===== src/rtl/jk_cmd_sequencer.sv =====
// Command sequencer for the FFJK stage: drives ENABLE/J/K for one cycle per repetition,
// then checks the fed-back Q on the following cycle and keeps error/command statistics.
module jk_cmd_sequencer #(
  parameter int CW = 8,
  parameter int RW = 4
) (
  input  logic          CLK,
  input  logic          RST,
  input  logic          CMD_VALID,
  input  logic [1:0]    CMD_OP,
  input  logic [RW-1:0] CMD_REP,
  output logic          CMD_READY,
  output logic          ENABLE,
  output logic          J,
  output logic          K,
  input  logic          Q_IN,
  output logic          DONE,
  output logic          ERR,
  output logic [CW-1:0] CMD_COUNT,
  output logic [CW-1:0] ERR_COUNT
);

  typedef enum logic [1:0] {IDLE, DRIVE, CHECK} state_t;

  localparam logic [1:0] OP_HOLD   = 2'b00;
  localparam logic [1:0] OP_RESET  = 2'b01;
  localparam logic [1:0] OP_SET    = 2'b10;

  state_t        state, state_nxt;
  logic [1:0]    op_q, op_nxt;
  logic [RW-1:0] rep_q, rep_nxt;
  logic          exp_q, exp_nxt;
  logic          en_nxt, j_nxt, k_nxt, done_nxt, err_nxt;
  logic [CW-1:0] cmd_cnt_nxt, err_cnt_nxt;

  assign CMD_READY = (state == IDLE);

  always_ff @(posedge CLK) begin
    if (RST) begin
      state     <= IDLE;
      op_q      <= OP_HOLD;
      rep_q     <= '0;
      exp_q     <= 1'b0;
      ENABLE    <= 1'b0;
      J         <= 1'b0;
      K         <= 1'b0;
      DONE      <= 1'b0;
      ERR       <= 1'b0;
      CMD_COUNT <= '0;
      ERR_COUNT <= '0;
    end else begin
      state     <= state_nxt;
      op_q      <= op_nxt;
      rep_q     <= rep_nxt;
      exp_q     <= exp_nxt;
      ENABLE    <= en_nxt;
      J         <= j_nxt;
      K         <= k_nxt;
      DONE      <= done_nxt;
      ERR       <= err_nxt;
      CMD_COUNT <= cmd_cnt_nxt;
      ERR_COUNT <= err_cnt_nxt;
    end
  end

  // J/K encoding equals the op encoding, so the op is driven straight onto {J,K}.
  always_comb begin
    state_nxt   = state;
    op_nxt      = op_q;
    rep_nxt     = rep_q;
    exp_nxt     = exp_q;
    en_nxt      = 1'b0;
    j_nxt       = 1'b0;
    k_nxt       = 1'b0;
    done_nxt    = 1'b0;
    err_nxt     = ERR;
    cmd_cnt_nxt = CMD_COUNT;
    err_cnt_nxt = ERR_COUNT;
    case (state)
      IDLE: begin
        if (CMD_VALID) begin
          op_nxt         = CMD_OP;
          rep_nxt        = (CMD_REP == '0) ? RW'(1) : CMD_REP;
          state_nxt      = DRIVE;
          en_nxt         = 1'b1;
          {j_nxt, k_nxt} = CMD_OP;
        end
      end
      DRIVE: begin
        state_nxt = CHECK;
        case (op_q)
          OP_HOLD:  exp_nxt = Q_IN;
          OP_RESET: exp_nxt = 1'b0;
          OP_SET:   exp_nxt = 1'b1;
          default:  exp_nxt = ~Q_IN;
        endcase
      end
      CHECK: begin
        if (Q_IN != exp_q) begin
          err_nxt = 1'b1;
          if (ERR_COUNT != '1) err_cnt_nxt = ERR_COUNT + CW'(1);
        end
        rep_nxt = rep_q - RW'(1);
        if (rep_q > RW'(1)) begin
          state_nxt      = DRIVE;
          en_nxt         = 1'b1;
          {j_nxt, k_nxt} = op_q;
        end else begin
          state_nxt   = IDLE;
          done_nxt    = 1'b1;
          cmd_cnt_nxt = CMD_COUNT + CW'(1);
        end
      end
      default: state_nxt = IDLE;
    endcase
  end

endmodule


===== config.mk =====
export PLATFORM = sky130hd
export DESIGN_NAME = jk_cmd_sequencer
export DESIGN_NICKNAME = d
export VERILOG_FILES = /design/src/rtl/jk_cmd_sequencer.sv
export SDC_FILE = /design/constraint.sdc
export NUM_CORES = 1
export LEC_CHECK = 0
export BUFFER_PORTS_ARGS = -buffer_cell sky130_fd_sc_hd__buf_2
export CAP_MARGIN = 20
export CORE_UTILIZATION = 35
export CTS_CLUSTER_DIAMETER = 150
export DETAILED_ROUTE_END_ITERATION = 10
export PLACE_DENSITY = 0.54
export SLEW_MARGIN = 0
export SYNTH_ARGS = -nofsm -noshare
export SYNTH_HDL_FRONTEND = slang
export SYNTH_SLANG_ARGS = --single-unit

===== constraint.sdc =====
create_clock -name CLK -period 2.1 [get_ports CLK]
set_input_delay 0.105 -clock CLK [delete_from_list [all_inputs] [get_ports CLK]]
set_output_delay 0.105 -clock CLK [all_outputs]
set_load 0.01 [all_outputs]

Word level (Yosys, flattened, before mapping)
Cells that the tools add are included.
Cells by class
  add/subtract/negate cells: 3
  $lt $le $gt $ge: 1
  equality and inequality tests: 7
  muxes and demuxes: 17
  bitwise operators: 3
  reduce and logical (&&, ||, !) cells: 10
Operators with widths (count)
  $add A8 B1 Y8 const B: 2
  $mux W1: 8
  $mux W4: 2
  $ne A8 B8 Y1 const B: 1
  $pmux W4 S2: 1
  $reduce_and A2 Y1: 4
  $pmux W1 S2: 3
  $pmux W2 S3: 1
  $eq A2 B1 Y1 const B: 2
  $eq A2 B2 Y1 const B: 2
  $gt A4 B1 Y1 const B: 1
  $logic_not A2 Y1: 2
  $logic_not A4 Y1: 1
  $sub A4 B1 Y4 const B: 1
  $not A1 Y1: 3
  $pmux W1 S3: 1
  $reduce_and A3 Y1: 1
  $mux W2: 1
  $ne A2 B2 Y1 const B: 1
  $reduce_bool A2 Y1: 1
  $reduce_or A2 Y1: 1
  $ne A1 B1 Y1: 1
Storage, ports and cells
  register bits: 30
  bits of input ports: 10
  output and inout port bits: 22

Logic depth before layout (Yosys ltp)
Gate-level depths: netlist of the first run.
  depth after elaboration: 4
  depth in mapped cells: 7
  gate-level depth less buffers: 6

Least setup slack after synthesis of the first run
OpenSTA, ideal clock, no wires.
  path kind: reg-to-reg
  start point: register rep_q[2]
  end point: register CMD_COUNT[6]
  data arrival time: 1.731 ns
  slack: 0.298 ns
  stages on the path, launching flop included: 7
  buffers on the path: 2
  path through: dfxtp_1 -> or2_1 -> buf_2 -> or4_1 -> buf_2 -> or3_1 -> a21oi_1
On the way
  cells in the longest elaborated chain, start to end: 3
RTL lines
  start: declaration: RTL line 31  | logic [RW-1:0] rep_q, rep_nxt;
  start signal: assignment: RTL line 54  | rep_q <= rep_nxt;
  $gt A4 B1 Y1: RTL line 104  | if (rep_q > RW'(1)) begin
  $not A1 Y1 (no source line)
  $reduce_and A2 Y1 (no source line)
  end signal: assignment: RTL line 61  | CMD_COUNT <= cmd_cnt_nxt;
  end: declaration: RTL line 19  | output logic [CW-1:0] CMD_COUNT,
Every way passes these cells.
A chain may end at the register's enable or synchronous reset.

Worst setup path after layout of the first run
  start point: register rep_q[1]
  end point: register CMD_COUNT[6]
Same word-level chain as after synthesis.

==> flow_summary.json, run 1 <==
{
  "ys_warn_count": 0,
  "setup_violations": 0,
  "rsz0062_at_grt": "false",
  "start_util_pct": 37.2,
  "dp_hpwl_um": 2120,
  "cts_tree": "done",
  "die_w_um": 65.1,
  "p_int_mw": 0.899,
  "whs_path_depth": 3,
  "critPathLaunch": "rep_q[1]",
  "whs_ps": 75.1,
  "post_drt_wl_per_cell_um": 12.4,
  "rows": 22,
  "ff2ff_setup_slack_ps": 220,
  "maxCapViolations": 0,
  "pwr-share-clk_pct": 38.3,
  "crit_arrival_ps": 2090,
  "drt_iter0_drc": 37,
  "fmax_mhz": 532,
  "outcome": "finished, final reports clean",
  "clock-sinks": 30,
  "dieArea_um2": 4230,
  "synth_fp_nets": 175,
  "tightestPinTransition_ps": 568,
  "ant_nets": 0,
  "grt_pass1_wl_um": 5020,
  "hold_buffers": 0,
  "post_cts_resized": 0,
  "netlist_area_um2": 1390,
  "power_density_nw_per_um2": 713,
  "drive_gt1_share_pct": 23.3,
  "path_clk_slew_ps": 60,
  "crit_path_end_kind": "register",
  "vias_per_cell": 5.14,
  "routed_wl_um": 2980,
  "synth_common_cells": "dfxtp_1, nor2_1, a21oi_1",
  "endpoint": "CMD_COUNT[6]",
  "grt_pass1_vias": 1121,
  "antenna_cells": 0,
  "hold_class": "input port to register",
  "crit_required_ps": 2310,
  "cpMaxStageDelayCell": "or4_1",
  "syn_avg_cell_area_um2": 8.64,
  "drv_slew": 0,
  "cts_buffers": 5,
  "ys_seq_area_share_pct": 43.2,
  "async_flop_share_pct": 0,
  "cp-start-kind": "register",
  "vdd_ir_drop_max_v": 0.000334,
  "io_buffers": 31,
  "finalCritPeriodShare_pct": 89.5,
  "vias": 1238,
  "synth_area_leaders": "dfxtp_1, nor2_1, a21oi_1, ha_1, mux2i_1",
  "utilization_pct": 44.9,
  "synth.most_common_cell": "dfxtp_1",
  "cts_setup_buffers": 0,
  "hold_viol_final": 0,
  "num_io_pins": 32,
  "power.switching_mw": 0.298,
  "place_congestion": 0.744,
  "ys_ff_latch": 30,
  "p_leak_nw": 0.693,
  "antenna_found_initial": 0,
  "syn_to_final_growth_pct": 20.7,
  "insertion_delay_ps": 280,
  "reg2reg_from": "rep_q[1]",
  "ctsRootBufferMaster": "clkbuf_8",
  "synth_cells": 161,
  "clock_skew_ps": 5.44,
  "gr-total-overflow": 0,
  "crit_fanout": 8,
  "grt_max_degree": 32,
  "drc": 0,
  "power_frac_comb_pct": 11.1,
  "switching_share_pct": 24.9,
  "critPathMaxStageDelay_ps": 580,
  "track_usage_pct": 15.9,
  "nets": 208,
  "first_pass_iters": 4,
  "core-area_um2": 3740,
  "timing.rr.end": "CMD_COUNT[6]",
  "ys_types": 44,
  "ff2ff_path_depth": 6,
  "htree_levels": 2,
  "synth_flop_cell": "dfxtp_1",
  "clock_path_buffers": 2,
  "crit_type": "register to register",
  "path_cells": "inv_1 -> ha_1 -> nor2_1 -> or4_1 -> or3_1 -> a21oi_1",
  "yosys.area.top_type": "dfxtp_1",
  "min_period_ps": 1880,
  "yosys.area.top_type_share_pct": 43.2,
  "slew_headroom_pct": 62.0,
  "fp.dieH_um": 65.1,
  "synth_enable_flop_cells": 0,
  "fin_tns_setup_ps": 0,
  "p_seq_share_pct": 50.7
}
==> stage by stage <==
stage | instances | instance area (um2) | power, mW | worst slack [ps]
2_1_floorplan | 161 | 1390 | 0.706 | 298
3_3_place_gp | 235 | 1600 | 0.746 | 300
3_5_place_dp | 235 | 1600 | 0.751 | 241
4_1_cts | 241 | 1680 | 1.21 | 226
5_1_grt | 241 | 1680 | 1.26 | 67.7
6_report | 241 | 1680 | 1.20 | 220
==> flip-flops by register name (all words and copies together), names as in the netlist <==
register and cells:
CMD_COUNT 8, exp_q 1, K 1, ERR 1
DONE 1, op_q 2, J 1, ERR_COUNT 8
ENABLE 1, rep_q 4, state 2
==> routing by layer <==
layer / up-vias / GRT usage, % / part of all wire (%)
met2: 22 / 26.4 / 48
met3: 8 / 4.23 / 4.1
met4: 0 / 9.78 / 2.5
met1: 568 / 18.1 / 46
li1: 640 / - / -
met5: - / 0 / 0
==> worst min path at each step <==
stage | start | end | slack [ps]
4_1_cts | CMD_OP[1] | op_q[1] | 80
2_1_floorplan | CMD_OP[0] | op_q[0] | 250
6_report | CMD_OP[1] | op_q[1] | 80
3_5_place_dp | CMD_OP[1] | op_q[1] | 370
3_3_place_gp | CMD_OP[1] | op_q[1] | 360
5_1_grt | CMD_OP[1] | op_q[1] | 110
==> power by group through the flow <==
stage | sequential (mW) | combinational (mW) | clock, mW
4_1_cts | 0.606 | 0.133 | 0.469
5_1_grt | 0.610 | 0.149 | 0.502
6_report | 0.606 | 0.132 | 0.458
3_5_place_dp | 0.619 | 0.133 | 0
2_1_floorplan | 0.616 | 0.0898 | 0
3_3_place_gp | 0.617 | 0.129 | 0
==> cell usage in the layout, fill, tap and decap left out, types with 3 or more instances in the layout <==
cell,synthesis,routed
a21oi_1,11,11
and3_1,3,3
buf_2,2,31
buf_4,0,3
clkbuf_8,0,6
dfxtp_1,30,30
ha_1,4,4
inv_1,6,6
mux2i_1,5,5
nand2_1,4,4
nand2b_1,3,3
nand3_1,3,3
nand4_1,3,3
nor2_1,26,26
nor3_1,7,7
nor4_1,3,3
o21ai_0,7,7
or3_1,3,3
xnor2_1,4,4
==> area by class of cell <==
cell class | count | area (um2)
Tap cell | 48 | 60.1
Timing Repair Buffer | 34 | 178
Fill cell | 393 | 2060
Inverter | 6 | 22.5
Clock buffer | 6 | 82.6
Sequential cell | 30 | 601
Multi-Input combinational cell | 117 | 736
==> kinds of logic (layout without fill, tap and decap cells) <==
kind of cell             Yosys count  in the layout  share of synthesized area [%]
flip-flops                        30             30                           43.2
adder cells (fa/ha/maj)            4              4                           3.60
AND/OR/NAND/NOR                   68             68                           25.6
XOR/XNOR                           5              5                           3.15
AO/OA/AOI/OAI                     34             34                           16.1
buffers and inverters             14             46                           3.96
multiplexers                       6              6                           4.41
==> worst max-delay path, delay by kind of cell (launching register included) <==
kind | cells | cell delay (ps)
adder cells (fa/ha/maj) | 1 | 190
AO/OA/AOI/OAI | 1 | 150
flip-flops | 1 | 330
buffers and inverters | 1 | 100
AND/OR/NAND/NOR | 3 | 1040
No activity file was read; power rests on OpenSTA's default activity.
==> run 2, diff against run 1 <==
--- a/config.mk
+++ b/config.mk
@@ -7,10 +7,10 @@
 export LEC_CHECK = 0
 export BUFFER_PORTS_ARGS = -buffer_cell sky130_fd_sc_hd__buf_2
 export CAP_MARGIN = 20
-export CORE_UTILIZATION = 35
+export CORE_UTILIZATION = 52
 export CTS_CLUSTER_DIAMETER = 150
 export DETAILED_ROUTE_END_ITERATION = 10
-export PLACE_DENSITY = 0.54
+export PLACE_DENSITY = 0.75
 export SLEW_MARGIN = 0
 export SYNTH_ARGS = -nofsm -noshare
 export SYNTH_HDL_FRONTEND = slang
==> run 2 against run 1 <==
Effect of this change:
- first-iteration DRC count is 35% lower
- wire length grew 1.3%
- critical path depth unchanged
- clock skew down 2.5 ps
- cell area is 2.0% lower
- fmax down 1.7%
- largest power group unchanged
==> flow_summary.json, run 2 (same netlist as run 1, synthesis figures left out) <==
{
  "outcome": "finished, final reports clean",
  "crit_fanout": 8,
  "mostFrequentLayoutCells": "buf_2, dfxtp_1, nor2_1",
  "antenna_found_initial": 0,
  "grt_pass1_wl_um": 4440,
  "track_usage_pct": 22.3,
  "reg_top3": "CMD_COUNT: 8 flops, ERR_COUNT: 8 flops, rep_q: 4 flops",
  "fin_tns_setup_ps": 0,
  "p_leak_nw": 0.689,
  "start_util_pct": 55.7,
  "drt_iter0_drc": 24,
  "num_io_pins": 32,
  "hold_viol_final": 0,
  "drv_slew": 0,
  "ff2ff_path_depth": 6,
  "finalInstanceArea_um2": 1650,
  "core-area_um2": 2500,
  "grt_max_degree": 32,
  "ctsRootBufferMaster": "clkbuf_4",
  "clock_path_buffers": 2,
  "min_period_ps": 1910,
  "min_to": "op_q[0]",
  "crit_path_end_kind": "register",
  "nets": 209,
  "post_cts_resized": 0,
  "cts_buffers": 5,
  "whs_path_depth": 3,
  "rsz0062_at_grt": "false",
  "cp-start-kind": "register",
  "vias": 1273,
  "antenna_cells": 0,
  "drc": 0,
  "finalCritPeriodShare_pct": 91.0,
  "crit_required_ps": 2370,
  "slew_headroom_pct": 60.9,
  "gr-total-overflow": 0,
  "vias_per_cell": 5.63,
  "reg2reg_from": "rep_q[1]",
  "post_drt_wl_per_cell_um": 13.4,
  "io_buffers": 31,
  "hp-start": "CMD_OP[0]",
  "hold_class": "input port to register",
  "clock-sinks": 30,
  "crit_arrival_ps": 2180,
  "final_common_cell": "buf_2",
  "cts_tree": "done",
  "place_congestion": 0.867,
  "ff2ff_setup_slack_ps": 190,
  "syn_to_final_growth_pct": 18.3,
  "maxCapViolations": 0,
  "place_area_um2": 1580,
  "ant_nets": 0,
  "dieArea_um2": 2890,
  "cts_setup_buffers": 0,
  "fp.dieH_um": 53.7,
  "vdd_ir_drop_max_v": 0.000556,
  "tightestPinTransition_ps": 582,
  "insertion_delay_ps": 330,
  "setup_violations": 0,
  "routed_wl_um": 3020,
  "first_pass_iters": 4,
  "grt_pass1_vias": 1095,
  "power_density_nw_per_um2": 673,
  "dp_hpwl_um": 2230,
  "die_w_um": 53.7,
  "rows": 18,
  "htree_levels": 2,
  "hold_buffers": 0,
  "path_clk_slew_ps": 90,
  "crit_type": "register to register",
  "clock_skew_ps": 2.98,
  "timing.rr.end": "CMD_COUNT[6]",
  "drive_gt1_share_pct": 24.5,
  "fmax_mhz": 523
}
==> run 2: cell types whose count changed in the layout (fill, tap and decap cells not counted), sizes merged <==
| cell | before | now |
|---|---|---|
| clkinv | 0 | 1 |
| buf | 34 | 35 |
| clkinvlp | 0 | 1 |
==> run 2: worst max-delay path by stage <==
stage,start,endpoint,slack (ps),cells after the start
floorplan,rep_q[2],CMD_COUNT[6],300,6
global placement,rep_q[2],CMD_COUNT[7],310,4
detailed placement,rep_q[1],CMD_COUNT[6],230,6
CTS,rep_q[1],CMD_COUNT[6],210,6
global route,rep_q[2],CMD_COUNT[7],110,4
finish,rep_q[1],CMD_COUNT[6],190,6
==> run 2: cell type report <==
class / count / area (um2)
clock buffers: 6 / 51.3
flip-flops and latches: 30 / 601
multi-input cells: 117 / 736
inverters: 6 / 22.5
clock inverters: 2 / 12.5
fillers: 205 / 855
repair buffers: 35 / 185
well taps: 30 / 37.5
==> run 2: through the flow <==
step / std cells / setup slack [ps] / hold WS, ps / util (%) / total power, mW
floorplan: 161 / 298 / 252 / - / 0.706
global placement: 218 / 312 / 359 / 63.3 / 0.747
detailed placement: 218 / 226 / 368 / 63.3 / 0.755
CTS: 226 / 206 / 12.2 / 65.8 / 1.12
global route: 226 / 110 / 51.0 / 65.8 / 1.16
finish: 226 / 188 / 24.5 / 65.8 / 1.11
==> run 2: critical path, cell delays in order (launching register included) <==
cell and delay (ps):
dfxtp_1 340, inv_1 110, ha_1 200, nor2_1 70, or4_1 580, or3_1 390
a21oi_1 150
==> run 2: power breakdown <==
part	internal (mW)	total [mW]	switching [mW]
Combinational	0.0587	0.138	0.0794
Sequential	0.589	0.605	0.0165
Clock	0.161	0.364	0.203
==> run 2: routing by layer <==
metal / share of wire, % / vias to the layer above / track usage (%)
met3: 3.2 / 3 / 6.21
li1: - / 650 / -
met1: 43 / 595 / 22.4
met2: 52 / 25 / 40.7
met5: 0 / - / 0
met4: 1.3 / 0 / 12.7
==> run 3, diff against run 2 <==
--- a/config.mk
+++ b/config.mk
@@ -7,10 +7,11 @@
 export LEC_CHECK = 0
 export BUFFER_PORTS_ARGS = -buffer_cell sky130_fd_sc_hd__buf_2
 export CAP_MARGIN = 20
+export CORE_ASPECT_RATIO = 1.4
 export CORE_UTILIZATION = 52
 export CTS_CLUSTER_DIAMETER = 150
 export DETAILED_ROUTE_END_ITERATION = 10
-export PLACE_DENSITY = 0.75
+export PLACE_DENSITY = 0.77
 export SLEW_MARGIN = 0
 export SYNTH_ARGS = -nofsm -noshare
 export SYNTH_HDL_FRONTEND = slang
==> run 3 against run 2 <==
Effect of this change:
- wire length decreased by 5.9%
- setup slack worse by 2.1 ps
- global-route usage rose by 0.21 points
- critical path depth stayed put
- combinational power is 9% lower
- flip-flop and latch count is the same
- die area barely moved
- non-clock buffer count down 2
- fmax shrank 0.11%
- sequential power about the same
- count of clock-buffer cells in the layout up 2
- clock power is 17% higher
- critical endpoint is now CMD_COUNT[7]
- highest routed layer unchanged
==> flow_summary.json, run 3 (same netlist as run 1, synthesis figures left out) <==
{
  "routed_wl_um": 2840,
  "mostFrequentLayoutCells": "buf_2, dfxtp_1, nor2_1",
  "path_clk_slew_ps": 100,
  "fp.dieH_um": 63.2,
  "grt_max_degree": 32,
  "crit_required_ps": 2350,
  "min_period_ps": 1910,
  "pre_cts_slack_ps": 224,
  "insertion_delay_ps": 330,
  "critPathMaxStageDelay_ps": 590,
  "slew_headroom_pct": 63.1,
  "place_congestion": 0.880,
  "gr-total-overflow": 0,
  "rsz0062_at_grt": "false",
  "grtUsageMet1_pct": 25.3,
  "vdd_ir_drop_max_v": 0.000522,
  "final_common_cell": "buf_2",
  "maxCapViolations": 0,
  "first_pass_iters": 4,
  "track_usage_pct": 22.5,
  "tightestPinTransition_ps": 553,
  "multiInputGateArea_um2": 736,
  "drive_gt1_share_pct": 23.7,
  "fin_tns_setup_ps": 0,
  "vias": 1233,
  "power_density_nw_per_um2": 701,
  "syn_to_final_growth_pct": 18.6,
  "ctsRootBufferMaster": "clkbuf_4",
  "p_leak_nw": 0.689,
  "vias_per_cell": 5.41,
  "finalCritPeriodShare_pct": 91.1,
  "nets": 207,
  "setup_violations": 0,
  "crit_type": "register to register",
  "die_w_um": 45.7,
  "outcome": "finished, final reports clean",
  "crit_path_end_kind": "register",
  "drv_slew": 0,
  "htree_levels": 2,
  "cp-start-kind": "register",
  "clock-sinks": 30,
  "crit_fanout": 8,
  "cpMaxStageDelayCell": "or4_1",
  "hold_class": "input port to register",
  "io_buffers": 31,
  "grt_pass1_wl_um": 4860,
  "antenna_cells": 0,
  "reg_top3": "CMD_COUNT: 8 flops, ERR_COUNT: 8 flops, rep_q: 4 flops",
  "grt_pass1_vias": 1161,
  "drc": 0,
  "antenna_found_initial": 0,
  "ant_nets": 0,
  "grtUsageMet2_pct": 39.3,
  "dp_hpwl_um": 2070,
  "num_io_pins": 32,
  "dieArea_um2": 2890,
  "met3_usage_pct": 5.16,
  "hold_viol_final": 0,
  "p_total_mw": 1.16,
  "whs_ps": 32.2,
  "clock_path_buffers": 2,
  "clock_skew_ps": 7.26,
  "setup_ws_ps": 186,
  "post_cts_resized": 0,
  "crit_arrival_ps": 2170,
  "drt_iter0_drc": 22,
  "cts_setup_buffers": 0,
  "fmax_mhz": 523,
  "core-area_um2": 2470,
  "regArea_um2": 601,
  "hold_buffers": 0,
  "path_cells": "inv_1 -> ha_1 -> nor2_1 -> or4_1 -> or3_1 -> a21oi_1",
  "top_usage_layer": "met2",
  "n_fill_cell": 216,
  "utilization_pct": 66.8,
  "cts_tree": "done",
  "post_drt_wl_per_cell_um": 12.5,
  "rows": 21,
  "start_util_pct": 56.3,
  "cts_buffers": 5
}
## run 3: changes by cell type in the layout (fill, tap and decap cells not counted), sizes merged
cell	previous run	this run
buf	35	33
clkbuf	6	8
clkinv	1	0
clkinvlp	1	0
## run 3: path summary, 6_finish.rpt
kind                                start            to  slack [ps]  depth (start not counted)
worst min-delay path            CMD_OP[1]       op_q[1]          30                          3
worst max register to register   rep_q[1]  CMD_COUNT[7]         190                          6
worst min register to register      exp_q         exp_q         480                          2
worst max-delay path             rep_q[1]  CMD_COUNT[7]         190                          6
## run 3: layout make-up
class,count,area share (%)
repair buffers,33,10.3
clock buffers,8,4.78
flip-flops and latches,30,36.4
inverters,6,1.36
well taps,34,2.58
multi-input cells,117,44.6
## run 3: report_power, final
group          internal (mW)  switching (mW)  leakage (nW)
clock network          0.229           0.196        0.0446
registers              0.589          0.0174         0.244
logic                 0.0536          0.0728         0.401
total                  0.871           0.286         0.689
## run 3: layer usage
metal	share of wire [%]	vias to the layer above
met5	0	-
met4	1.3	0
met3	3.4	5
met2	52	21
met1	43	565
li1	-	642
## run 3: worst max-delay path: cells and delay by family (launching register included)
kind	cells	cell delay [ps]
and+or+nand+nor	3	1080
AOI/OAI and AO/OA	1	150
DFF	1	340
adders and majority gates	1	190
buffers and inverters	1	90
## run 3: per-stage QoR
step	instances	cell area, um2
floorplan	161	1390
global placement	220	1570
detailed placement	220	1570
CTS	228	1650
global route	228	1650
finish	228	1650
